File: src/rtl/regfile_stream_reader_pkg.sv
// Shared definitions for the RegisterFile read-stream master.
// The DATA_WIDTH and Addr_Depth defaults match the RegisterFile instance this reader is paired with.
package regfile_stream_reader_pkg;

    localparam int RF_DATA_WIDTH = 24;
    localparam int RF_ADDR_DEPTH = 12;
    localparam int RD_FIFO_DEPTH = 4;

    typedef enum logic [1:0] {
        S_IDLE  = 2'd0,
        S_READ  = 2'd1,
        S_DRAIN = 2'd2,
        S_DONE  = 2'd3
    } state_t;

endpackage

File: src/rtl/rf_stream_fifo.sv
// Synchronous FIFO holding read data between the RegisterFile and the stream output.
// DEPTH must be a power of 2 so the pointers wrap naturally.
module rf_stream_fifo #(
    parameter int DATA_WIDTH = 24,
    parameter int DEPTH      = 4
) (
    input  logic                         i_clk,
    input  logic                         i_rst_n,
    input  logic                         i_push,
    input  logic [DATA_WIDTH-1:0]        i_data,
    input  logic                         i_pop,
    output logic [DATA_WIDTH-1:0]        o_head,
    output logic [$clog2(DEPTH):0]       o_count
);

    localparam int PW = $clog2(DEPTH);
    localparam int CW = PW + 1;

    logic [DATA_WIDTH-1:0] r_mem [DEPTH];
    logic [PW-1:0]         r_wr_ptr;
    logic [PW-1:0]         r_rd_ptr;
    logic [CW-1:0]         r_count;
    logic                  w_pop;
    logic                  w_push;

    assign w_pop  = i_pop && (r_count != '0);
    assign w_push = i_push && ((r_count != CW'(DEPTH)) || w_pop);

    always_ff @(posedge i_clk) begin
        if (w_push) begin
            r_mem[r_wr_ptr] <= i_data;
        end
    end

    always_ff @(posedge i_clk) begin
        if (!i_rst_n) begin
            r_wr_ptr <= '0;
            r_rd_ptr <= '0;
            r_count  <= '0;
        end else begin
            if (w_push) begin
                r_wr_ptr <= r_wr_ptr + PW'(1);
            end
            if (w_pop) begin
                r_rd_ptr <= r_rd_ptr + PW'(1);
            end
            case ({w_push, w_pop})
                2'b10:   r_count <= r_count + CW'(1);
                2'b01:   r_count <= r_count - CW'(1);
                default: r_count <= r_count;
            endcase
        end
    end

    // Head reads as zero when empty so the stream data is quiet outside valid.
    assign o_head  = (r_count != '0) ? r_mem[r_rd_ptr] : '0;
    assign o_count = r_count;

endmodule

File: src/rtl/regfile_stream_reader.sv
// Reads a burst of consecutive RegisterFile words and streams them out over valid/ready.
// Handshake: a word transfers on a rising clock edge where m_valid && m_ready; m_valid never retracts while stalled.
module regfile_stream_reader
    import regfile_stream_reader_pkg::*;
#(
    parameter int DATA_WIDTH = RF_DATA_WIDTH,
    parameter int Addr_Depth = RF_ADDR_DEPTH,
    parameter int FIFO_DEPTH = RD_FIFO_DEPTH
) (
    input  logic                  clock,
    input  logic                  rst,
    input  logic                  start,
    input  logic [Addr_Depth-1:0] base_addr,
    input  logic [Addr_Depth:0]   length,
    output logic                  busy,
    output logic                  done,
    output logic [Addr_Depth-1:0] rf_address,
    output logic                  rf_en_read,
    output logic                  rf_en_write,
    input  logic [DATA_WIDTH-1:0] rf_data_out,
    output logic [DATA_WIDTH-1:0] m_data,
    output logic                  m_valid,
    input  logic                  m_ready,
    output logic                  m_last,
    output state_t                dbg_state
);

    localparam int CW = $clog2(FIFO_DEPTH) + 1;
    localparam int LW = Addr_Depth + 1;

    state_t                r_state;
    logic                  r_busy;
    logic                  r_done;
    logic [Addr_Depth-1:0] r_rf_address;
    logic                  r_rf_en_read;
    logic                  r_capture;
    logic [LW-1:0]         r_len;
    logic [LW-1:0]         r_issued;
    logic [LW-1:0]         r_xfer;
    logic [Addr_Depth-1:0] r_next_addr;

    logic [CW-1:0]         w_fifo_count;
    logic [DATA_WIDTH-1:0] w_fifo_head;
    logic                  w_m_valid;
    logic                  w_xfer;
    logic [CW:0]           w_in_use;
    logic                  w_credit_ok;
    logic                  w_issue;
    logic                  w_last_word;

    // Words already committed to the buffer: stored, on the bus this cycle, or addressed this cycle.
    assign w_in_use    = {1'b0, w_fifo_count} + (CW+1)'(r_rf_en_read) + (CW+1)'(r_capture);
    assign w_credit_ok = w_in_use < (CW+1)'(FIFO_DEPTH);
    assign w_issue     = (r_state == S_READ) && (r_issued != r_len) && w_credit_ok;
    assign w_m_valid   = (w_fifo_count != '0);
    assign w_xfer      = w_m_valid && m_ready;
    assign w_last_word = (r_xfer == (r_len - LW'(1)));

    rf_stream_fifo #(
        .DATA_WIDTH (DATA_WIDTH),
        .DEPTH      (FIFO_DEPTH)
    ) u_fifo (
        .i_clk   (clock),
        .i_rst_n (rst),
        .i_push  (r_capture),
        .i_data  (rf_data_out),
        .i_pop   (w_xfer),
        .o_head  (w_fifo_head),
        .o_count (w_fifo_count)
    );

    always_ff @(posedge clock) begin
        if (!rst) begin
            r_state      <= S_IDLE;
            r_busy       <= 1'b0;
            r_done       <= 1'b0;
            r_rf_address <= '0;
            r_rf_en_read <= 1'b0;
            r_capture    <= 1'b0;
            r_len        <= '0;
            r_issued     <= '0;
            r_xfer       <= '0;
            r_next_addr  <= '0;
        end else begin
            r_capture    <= r_rf_en_read;
            r_rf_en_read <= 1'b0;
            r_done       <= 1'b0;
            if (w_xfer) begin
                r_xfer <= r_xfer + LW'(1);
            end
            case (r_state)
                S_IDLE: begin
                    if (start) begin
                        r_len  <= length;
                        r_xfer <= '0;
                        r_busy <= 1'b1;
                        if (length == '0) begin
                            r_state  <= S_DONE;
                            r_done   <= 1'b1;
                            r_issued <= '0;
                        end else begin
                            // First read goes out the cycle right after start; the buffer is empty here.
                            r_state      <= S_READ;
                            r_rf_en_read <= 1'b1;
                            r_rf_address <= base_addr;
                            r_next_addr  <= base_addr + Addr_Depth'(1);
                            r_issued     <= LW'(1);
                        end
                    end
                end
                S_READ: begin
                    if (w_issue) begin
                        r_rf_en_read <= 1'b1;
                        r_rf_address <= r_next_addr;
                        r_next_addr  <= r_next_addr + Addr_Depth'(1);
                        r_issued     <= r_issued + LW'(1);
                    end
                    if (r_issued == r_len) begin
                        r_state <= S_DRAIN;
                    end
                end
                S_DRAIN: begin
                    if (w_xfer && w_last_word) begin
                        r_state <= S_DONE;
                        r_done  <= 1'b1;
                    end
                end
                S_DONE: begin
                    r_state <= S_IDLE;
                    r_busy  <= 1'b0;
                end
                default: r_state <= S_IDLE;
            endcase
        end
    end

    assign busy        = r_busy;
    assign done        = r_done;
    assign rf_address  = r_rf_address;
    assign rf_en_read  = r_rf_en_read;
    assign rf_en_write = 1'b0;
    assign m_data      = w_fifo_head;
    assign m_valid     = w_m_valid;
    assign m_last      = w_m_valid && w_last_word;
    assign dbg_state   = r_state;

endmodule

File: config.mk
export PLATFORM = sky130hd
export DESIGN_NAME = regfile_stream_reader
export DESIGN_NICKNAME = d
export VERILOG_FILES = /design/src/rtl/regfile_stream_reader_pkg.sv /design/src/rtl/rf_stream_fifo.sv /design/src/rtl/regfile_stream_reader.sv
export SDC_FILE = /design/constraint.sdc
export NUM_CORES = 1
export LEC_CHECK = 0
export ABC_AREA = 0
export BUFFER_PORTS_ARGS = -buffer_cell sky130_fd_sc_hd__buf_4
export CAP_MARGIN = 20
export CORE_MARGIN = 2
export CORE_UTILIZATION = 41
export DETAILED_ROUTE_END_ITERATION = 8
export PLACE_DENSITY = 0.67
export SLEW_MARGIN = 40
export SYNTH_ARGS = -nofsm -noshare
export SYNTH_HDL_FRONTEND = slang
export SYNTH_SLANG_ARGS = --single-unit
File: constraint.sdc
create_clock -name clock -period 3.1 [get_ports clock]
set_input_delay 0.775 -clock clock [delete_from_list [all_inputs] [get_ports clock]]
set_output_delay 0.775 -clock clock [all_outputs]
set_load 0.02 [all_outputs]
# After elaboration in Yosys (flattened, before gate mapping)
# Memories as Yosys holds them, arrays and structs flattened. A register that Yosys moved wholly into a read port is not among the register bits.
# Cells that the tools add are included.
# totals
register_bits	76
latch_bits	0
ram_bits	96
mem_bits_ro	0
input_bits	53
out_inout_bits	44
word_cells	95
memories	1
# classes
addsub	11
n_mul	0
div_mod_pow	0
magnitude_cmp	1
eq_ne	14
n_shift	0
muxes	36
bitwise	0
reduce_logical	19
# memory_table
name	depth	word_bits	read_ports	rd_ports_with_merged_regs	wr	line	source
u_fifo.r_mem	4	24	1	1	1	rf_stream_fifo.sv:19	logic [DATA_WIDTH-1:0] r_mem [DEPTH];
# op_table
op	n
$mux 12	6
$mux 13	5
$pmux 12 s2	2
$add 13x1->13 const B	2
$eq 13x13->1	2
$pmux 13 s2	1
$add 12x1->12 const B	2
$mux 24	1
$logic_not 13->1	1
$ne 13x13->1	1
$sub 13x1->13 const B	1
$mux 2	6
$mux 1	10
$ne 2x2->1 const B	4
$pmux 2 s4	1
$logic_and 1x1->1	7
$eq 2x2->1 const B	3
$pmux 1 s2	3
$pmux 3 s2	1
$reduce_and 3->1	2
$reduce_bool 2->1	3
$add 2x1->2 const B	2
$add 3x1->4	1
$add 4x1->4	1
other kinds (11)	13

# Logic depth before layout (Yosys ltp)
# Gate-level depths: netlist (run 1).
# depth
word_depth	7
ltp_mapped	13
ltp_nobuf	10

# Cells and area by module
# A second synthesis (run 1) with hierarchy kept.
# unflattened
hier_cells	723
area_unflattened_um2	8365.5
# modules_own_cells
module	instances	cells_per_inst	area_each_um2	seq_area_each_um2
rf_stream_fifo	1	219	4255.3	3062.9
regfile_stream_reader	1	504	4110.2	1381.3

# Least setup slack after synthesis (run 1)
# No wires, ideal clock.
# synth_path
path_kind	reg-to-reg
startpoint	reg r_state[0], in the netlist dbg_state[0]
endpoint	reg r_next_addr[8]
setup_time_ps	132
arrival_ps	3242
required_time_ps	2968
setup_slack_ps	-274
stages_incl_launch_ff	13
path_buffers	3
synth_period_minus_slack_ps	3374
path_cell_list	dfxtp_1 ha_1 clkbuf_1 clkbuf_1 clkbuf_1 mux2_2 ha_1 a21boi_0 nor2b_1 nor2b_1 o21ai_0 a32oi_1 a21oi_1
# synth_between
elab_chain_cells	5
# synth_lines
item	line	source
start, declared	regfile_stream_reader.sv:31	state_t r_state;
start signal, assigned	regfile_stream_reader.sv:74	r_state <= S_IDLE;
start signal, assigned	regfile_stream_reader.sv:98	r_state <= S_DONE;
start signal, assigned	regfile_stream_reader.sv:103	r_state <= S_READ;
$eq 2x1->1	regfile_stream_reader.sv:54, regfile_stream_reader.sv:91	
$logic_and 1x1->1 (2 in a row)	regfile_stream_reader.sv:54	assign w_issue = (r_state == S_READ) && (r_issued != r_len) && w_credit_ok;
$ne 2x2->1 (no source line)	-	
$reduce_and 4->1 (no source line)	-	
end signal, assigned	regfile_stream_reader.sv:106	r_next_addr <= base_addr + Addr_Depth'(1);
end signal, assigned	regfile_stream_reader.sv:115	r_next_addr <= r_next_addr + Addr_Depth'(1);
end, declared	regfile_stream_reader.sv:40	logic [Addr_Depth-1:0] r_next_addr;
# Several ways; a longest one is shown, not always the timed one.
# A chain may end at the register's enable or synchronous reset.

# Worst setup path after layout (run 1)
# layout_path
startpoint	reg r_len[2]
endpoint	out m_last
# layout_between
elab_chain_cells	3
# layout_lines
item	line	source
start, declared	regfile_stream_reader.sv:37	logic [LW-1:0] r_len;
start signal, assigned	regfile_stream_reader.sv:94	r_len <= length;
$sub 13x1->13	regfile_stream_reader.sv:57	assign w_last_word = (r_xfer == (r_len - LW'(1)));
$eq 13x13->1	regfile_stream_reader.sv:57	
$logic_and 1x1->1	regfile_stream_reader.sv:144	assign m_last = w_m_valid && w_last_word;
end, declared	regfile_stream_reader.sv:24	output logic m_last,
# Every way passes these cells.

==> flow_metrics.env, run 1 <==
export IMPL_cts_num_sinks=174
export IMPL_global_route_overflow_total=0
export IMPL_via_count=5559
export IMPL_layout_worst_path_cycle_share_pct=104
export IMPL_synth_area_um2=7930
export IMPL_clock_latency_ps=430
export IMPL_cts_hold_fix_buffers=0
export IMPL_timing_slew_headroom_pct=54.9
export IMPL_crit_path_frequent_cell="or4_4"
export IMPL_setup_slack_ps=-124
export IMPL_postSynthRegisterBits=174
export IMPL_static_leakage_power_nw=3.59
export IMPL_cts_buffers_inserted=17
export IMPL_final_area_um2=9900
export IMPL_netlist_instances=685
export IMPL_height_of_the_die_um=143
export IMPL_ir_worst_vdd_uv=465
export IMPL_firstDrtPassIters=5
export IMPL_yosysSeqAreaShare_pct=56.0
export IMPL_run_status="finished with violations"
export IMPL_setup_worst_path_start_class="flop"
export IMPL_ant_nets=0
export IMPL_cts_htree_levels=4
export IMPL_hpwlAfterDp_um=11200
export IMPL_port_buffers=95
export IMPL_final_wtd_congestion=0.837
export IMPL_crit_path_cell_trace="or4_4, or4_4, a21o_1, a211oi_2, buf_4"
export IMPL_first_iter_violations=333
export IMPL_finalHoldWorstSlack_ps=486
export IMPL_asyncSetResetFlopFracSynth_pct=0
export IMPL_grt_setup_unrepaired="yes"
export IMPL_clk_transition_reported_paths_ps=80
export IMPL_area_of_the_die_um2=20500
export IMPL_yosysUniqueCellTypes=64
export IMPL_synth_fp_nets=752
export IMPL_n_antenna_cell=0
export IMPL_postRouteWirelength_um=16600
export IMPL_antenna_violations_before_repair=0
export IMPL_synth_warnings=0
export IMPL_io_pins=97
export IMPL_timing_worst_setup_path_type="reg2out"
export IMPL_globalRouteTotalUtil_pct=16.8
export IMPL_die_width_um=143
export IMPL_design_final_nets=871
export IMPL_avgSynthCellArea_um2=11.6
export IMPL_final_common_cell="buf_4"
export IMPL_most_frequent_cells_in_the_layout="buf_4 (137), edfxtp_1 (96), dfxtp_1 (74), nand2_1 (66), nor2_1 (54)"
export IMPL_fmax_mhz=310
export IMPL_detail_route_vias_per_cell=5.16
export IMPL_critical_path_sink_type="output port"
export IMPL_final_setup_skew_ps=13.2
export IMPL_clockBufferDepth=2
export IMPL_synthToLayoutAreaGrowth_pct=24.7
export IMPL_hold_viol=0
export IMPL_drv_max_cap_violation_count=0
export IMPL_cts_tree="built"
export IMPL_finalSetupViolations=3
export IMPL_cts_root_buf="clkbuf_16"
export IMPL_worst_ep_required_time_ps=2320
export IMPL_power_density_cell_area_nw_per_um2=836
export IMPL_drc_errors=0
export IMPL_failed_checks="negative setup slack"
export IMPL_min_delay_path_class="reg2reg"
export IMPL_placed_area_um2=9070
export IMPL_placeableCoreArea_um2=18800
export IMPL_floorplan_rows=50
export IMPL_grt_pass1_vias=5398
export IMPL_timing_final_crit_period_ps=3220
export IMPL_post_route_cells_drive_above_1_share_pct=27.2
export IMPL_arrival_ps=2450
export IMPL_cpMaxStageDelayCell="or4_4"
export IMPL_grt_start_max_net_pins=28
export IMPL_timing_critical_path_fanout_max=3
export IMPL_final_max_slew_violation_count=0
export IMPL_total_power_mw=8.28
export IMPL_grt_first_pass_wirelength_um=27100
export IMPL_synth_edff_count=96
export IMPL_detail_route_wl_per_cell_um=15.4
export IMPL_start_util_pct=42.1
export IMPL_slowest_delay_ps=570
export IMPL_postSynth_topFlopCell="edfxtp_1"
export IMPL_timing_worst_slew_pin_value_ps=667
[registers in the layout, summed over array words and instances (netlist names), named ones only]
name / cells
busy: 1
dbg_state: 2
done: 1
r_capture: 1
r_issued: 13
r_len: 13
r_next_addr: 12
r_xfer: 13
rf_address: 12
rf_en_read: 1
u_fifo.o_count: 3
u_fifo.r_mem: 96
u_fifo.r_rd_ptr: 2
u_fifo.r_wr_ptr: 2
[cell usage after synthesis (4+ instances only)]
master / n / area (um2)
a211oi_1: 13 / 97.6
a21o_1: 4 / 30.0
a21oi_1: 41 / 205
a31oi_1: 5 / 31.3
a32oi_1: 6 / 52.6
and2_1: 31 / 194
and3_1: 4 / 25.0
buf_1: 4 / 15.0
clkbuf_1: 32 / 120
dfxtp_1: 78 / 1560
edfxtp_1: 96 / 2880
ha_1: 13 / 163
inv_1: 15 / 56.3
mux2i_1: 8 / 80.1
mux4_2: 24 / 541
nand2_1: 66 / 248
nand2b_1: 4 / 25.0
nand3_1: 15 / 75.1
nand4_1: 14 / 87.6
nor2_1: 54 / 203
nor2b_1: 10 / 62.6
nor3_1: 8 / 40.0
nor4_1: 5 / 31.3
o211ai_1: 6 / 45.0
o21ai_0: 15 / 75.1
or3_1: 9 / 56.3
xnor2_1: 28 / 245
xor2_1: 25 / 219
[routing by layer]
layer  GRT usage (%)  up-vias  wire length, um
li1                -     2742                -
met1            22.7     2644             7460
met2            27.0      160             8000
met3            3.59       13              906
met4            5.32        0              190
met5               0        -                0
[area by class of cell]
cell class                 count  area, um2
timing repair buffer         139       1060
multi-input combinational    456       3370
inverter                      16       60.1
clock inverter                15        204
fill                        1615       8930
tap                          260        325
sequential                   174       4450
clock buffer                  17        425
[worst max-delay path, delay by kind of cell (launching register included)]
kind                   cells  cell delay (ps)
flip-flops                 1              330
buffers and inverters      1              180
AO/OA/AOI/OAI              2              430
AND/OR/NAND/NOR            2             1090
[power by group]
group          leakage, nW  internal, mW  switching (mW)
Combinational         1.78          1.46            1.73
Clock                0.302          1.11            1.04
Sequential            1.51          2.71           0.226
[repair_timing]
item	CTS	global route
endpoints found under the setup margin	1	6
setup buffers	10	5
resized for setup	15	6
pin swaps	8	7
[cells by family after synthesis]
group,Yosys count,share of synthesized area (%)
and+or+nand+nor,236,14.9
buffers and inverters,55,2.76
other,1,0.0473
AOI/OAI and AO/OA,118,10.0
adders and majority gates,14,2.30
xor gates and xnor gates,53,5.85
muxes,34,8.11
DFF,174,56.0
[final timing paths]
path,startpoint,to,slack (ps),cells after the start
max,r_len[2],m_last,-120,5
max reg2reg,r_len[6],dbg_state[1],-90,16
min,r_next_addr[0],r_next_addr[0],490,2
min reg2reg,r_next_addr[0],r_next_addr[0],490,2
[through the flow]
stage	setup TNS, ps	utilization, %	cells	setup WS [ps]
2_1_floorplan	0	-	685	15.6
3_3_place_gp	0	48.1	1029	177
3_5_place_dp	0	48.2	1030	93.3
4_1_cts	-235	52.3	1072	-147
5_1_grt	-521	52.6	1077	-212
6_report	-232	52.6	1077	-124
No activity file was read; power rests on OpenSTA's default activity.
==> run 2: changes to the inputs <==
--- a/config.mk
+++ b/config.mk
@@ -10,8 +10,8 @@
 export CAP_MARGIN = 20
 export CORE_MARGIN = 2
 export CORE_UTILIZATION = 41
+export CTS_CLUSTER_DIAMETER = 100
 export DETAILED_ROUTE_END_ITERATION = 8
-export PLACE_DENSITY = 0.67
 export SLEW_MARGIN = 40
 export SYNTH_ARGS = -nofsm -noshare
 export SYNTH_HDL_FRONTEND = slang
==> flow_metrics.env, run 2 (synthesis results as in run 1) <==
export IMPL_critPathTopFamily="simple AND/OR/NAND/NOR gates"
export IMPL_synthToLayoutAreaGrowth_pct=21.7
export IMPL_stdcell_count=1056
export IMPL_drc_errors=0
export IMPL_clockBufferDepth=2
export IMPL_timing_worst_slew_pin_value_ps=718
export IMPL_final_max_slew_violation_count=0
export IMPL_layout_worst_path_cycle_share_pct=104
export IMPL_start_util_pct=42.1
export IMPL_cts_htree_levels=4
export IMPL_path_buf_inv=2
export IMPL_finalSetupTns_ps=-122
export IMPL_final_wtd_congestion=0.843
export IMPL_placed_cells=1024
export IMPL_area_of_the_die_um2=20500
export IMPL_io_pins=97
export IMPL_most_frequent_cells_in_the_layout="buf_4 (117), edfxtp_1 (96), dfxtp_1 (75), nand2_1 (66), nor2_1 (54)"
export IMPL_clk_transition_reported_paths_ps=70
export IMPL_r2r_worst_path_cells=7
export IMPL_ant_nets=0
export IMPL_min_delay_path_class="reg2reg"
export IMPL_timing_slew_headroom_pct=51.5
export IMPL_postRouteWirelength_um=16800
export IMPL_largest_register="u_fifo.r_mem"
export IMPL_grt_setup_unrepaired="yes"
export IMPL_run_status="finished with violations"
export IMPL_antenna_violations_before_repair=0
export IMPL_detail_route_wl_per_cell_um=15.9
export IMPL_worst_path_stages=9
export IMPL_total_power_mw=8.11
export IMPL_timing_critical_path_fanout_max=6
export IMPL_finalSetupViolations=1
export IMPL_timing_worst_setup_path_type="reg2out"
export IMPL_final_util_pct=51.3
export IMPL_crit_path_cell_trace="inv_1, ha_4, or3b_4, nor3_2, xnor2_1, a22o_1, nand3_1, a211oi_2, buf_4"
export IMPL_grt_pass1_vias=5638
export IMPL_globalRouteTotalUtil_pct=17.2
export IMPL_timing_final_crit_period_ps=3220
export IMPL_design_final_nets=850
export IMPL_hpwlAfterDp_um=11700
export IMPL_power_density_cell_area_nw_per_um2=839
export IMPL_drv_max_cap_violation_count=0
export IMPL_clock_latency_ps=420
export IMPL_static_leakage_power_nw=3.46
export IMPL_final_setup_skew_ps=14.1
export IMPL_largest_register_ff_count=96
export IMPL_fmax_mhz=310
export IMPL_fillers=1671
export IMPL_port_buffers=95
export IMPL_placeableCoreArea_um2=18800
export IMPL_arrival_ps=2450
export IMPL_height_of_the_die_um=143
export IMPL_detail_route_vias_per_cell=5.26
export IMPL_n_antenna_cell=0
export IMPL_final_common_cell="buf_4"
export IMPL_grt_first_pass_wirelength_um=27900
export IMPL_cts_buffers_inserted=17
export IMPL_cts_root_buf="clkbuf_16"
export IMPL_finalHoldWorstSlack_ps=499
export IMPL_global_route_overflow_total=0
export IMPL_ir_worst_vdd_uv=492
export IMPL_post_route_cells_drive_above_1_share_pct=24.9
export IMPL_floorplan_rows=50
export IMPL_detailedPlace_worstSlack_ps=30.4
export IMPL_min_delay_path_depth=2
export IMPL_setup_worst_path_start_class="flop"
export IMPL_critical_path_sink_type="output port"
export IMPL_cts_hold_fix_buffers=0
export IMPL_firstDrtPassIters=4
export IMPL_cts_tree="built"
export IMPL_grt_start_max_net_pins=28
export IMPL_via_count=5557
export IMPL_setup_slack_ps=-122
export IMPL_final_area_um2=9660
export IMPL_worst_ep_required_time_ps=2320
export IMPL_hold_viol=0
export IMPL_slowest_delay_ps=420
export IMPL_placed_area_um2=9020
export IMPL_cts_num_sinks=174
export IMPL_failed_checks="negative setup slack"
export IMPL_cpMaxStageDelayCell="or3b_4"
export IMPL_first_iter_violations=259
export IMPL_post_cts_buffers=0
export IMPL_die_width_um=143
-- run 2: changes by cell type in the layout (fill, tap and decap cells not counted), moves of 2 or more --
cell and delta:
buf_4 -20, clkinv_4 +3, clkinv_8 -7, inv_8 +4
dfxtp_4 -2
-- run 2: worst paths after layout --
path              slack, ps             end           start
hold / removal          500  r_next_addr[0]  r_next_addr[0]
setup reg to reg        380    dbg_state[1]        r_len[0]
hold reg to reg         500  r_next_addr[0]  r_next_addr[0]
setup / recovery       -120          m_last        r_len[0]
-- run 2: layout make-up --
class / count / area, um2 / area share, %
Clock buffer: 17 / 425 / 4.40
Clock inverter: 15 / 154 / 1.59
Multi-Input combinational cell: 456 / 3350 / 34.7
Inverter: 16 / 60.1 / 0.622
Sequential cell: 174 / 4450 / 46.1
Tap cell: 260 / 325 / 3.37
Timing Repair Buffer: 118 / 898 / 9.30
-- run 2: report_power, final --
group          internal, mW  switching (mW)  leakage, nW  total (mW)
logic                  1.38            1.68         1.67        3.06
clock network          1.08           0.983        0.287        2.06
registers              2.71           0.270         1.50        2.98
total                  5.17            2.93         3.46        8.11
-- run 2: layer usage --
metal  share of wire, %  wire, um  track usage, %  up-vias
met1                 45      7640            22.3     2725
met4                1.2       198            4.95        0
met5                  0         0               0        -
li1                   -         -               -     2703
met2                 49      8330            29.6      111
met3                4.0       672            3.09       18
-- run 2: worst reg2reg max path, delay by kind of cell, from the launching register on --
family          cells  cell delay (ps)
simple gates        3             1340
flops               1              350
compound gates      4              960
-- run 2: repair_timing --
item	in CTS	in global routing
pin swaps	2	0
resized for setup	13	0
endpoints found under the setup margin	1	1
endpoints found under the hold margin	0	0
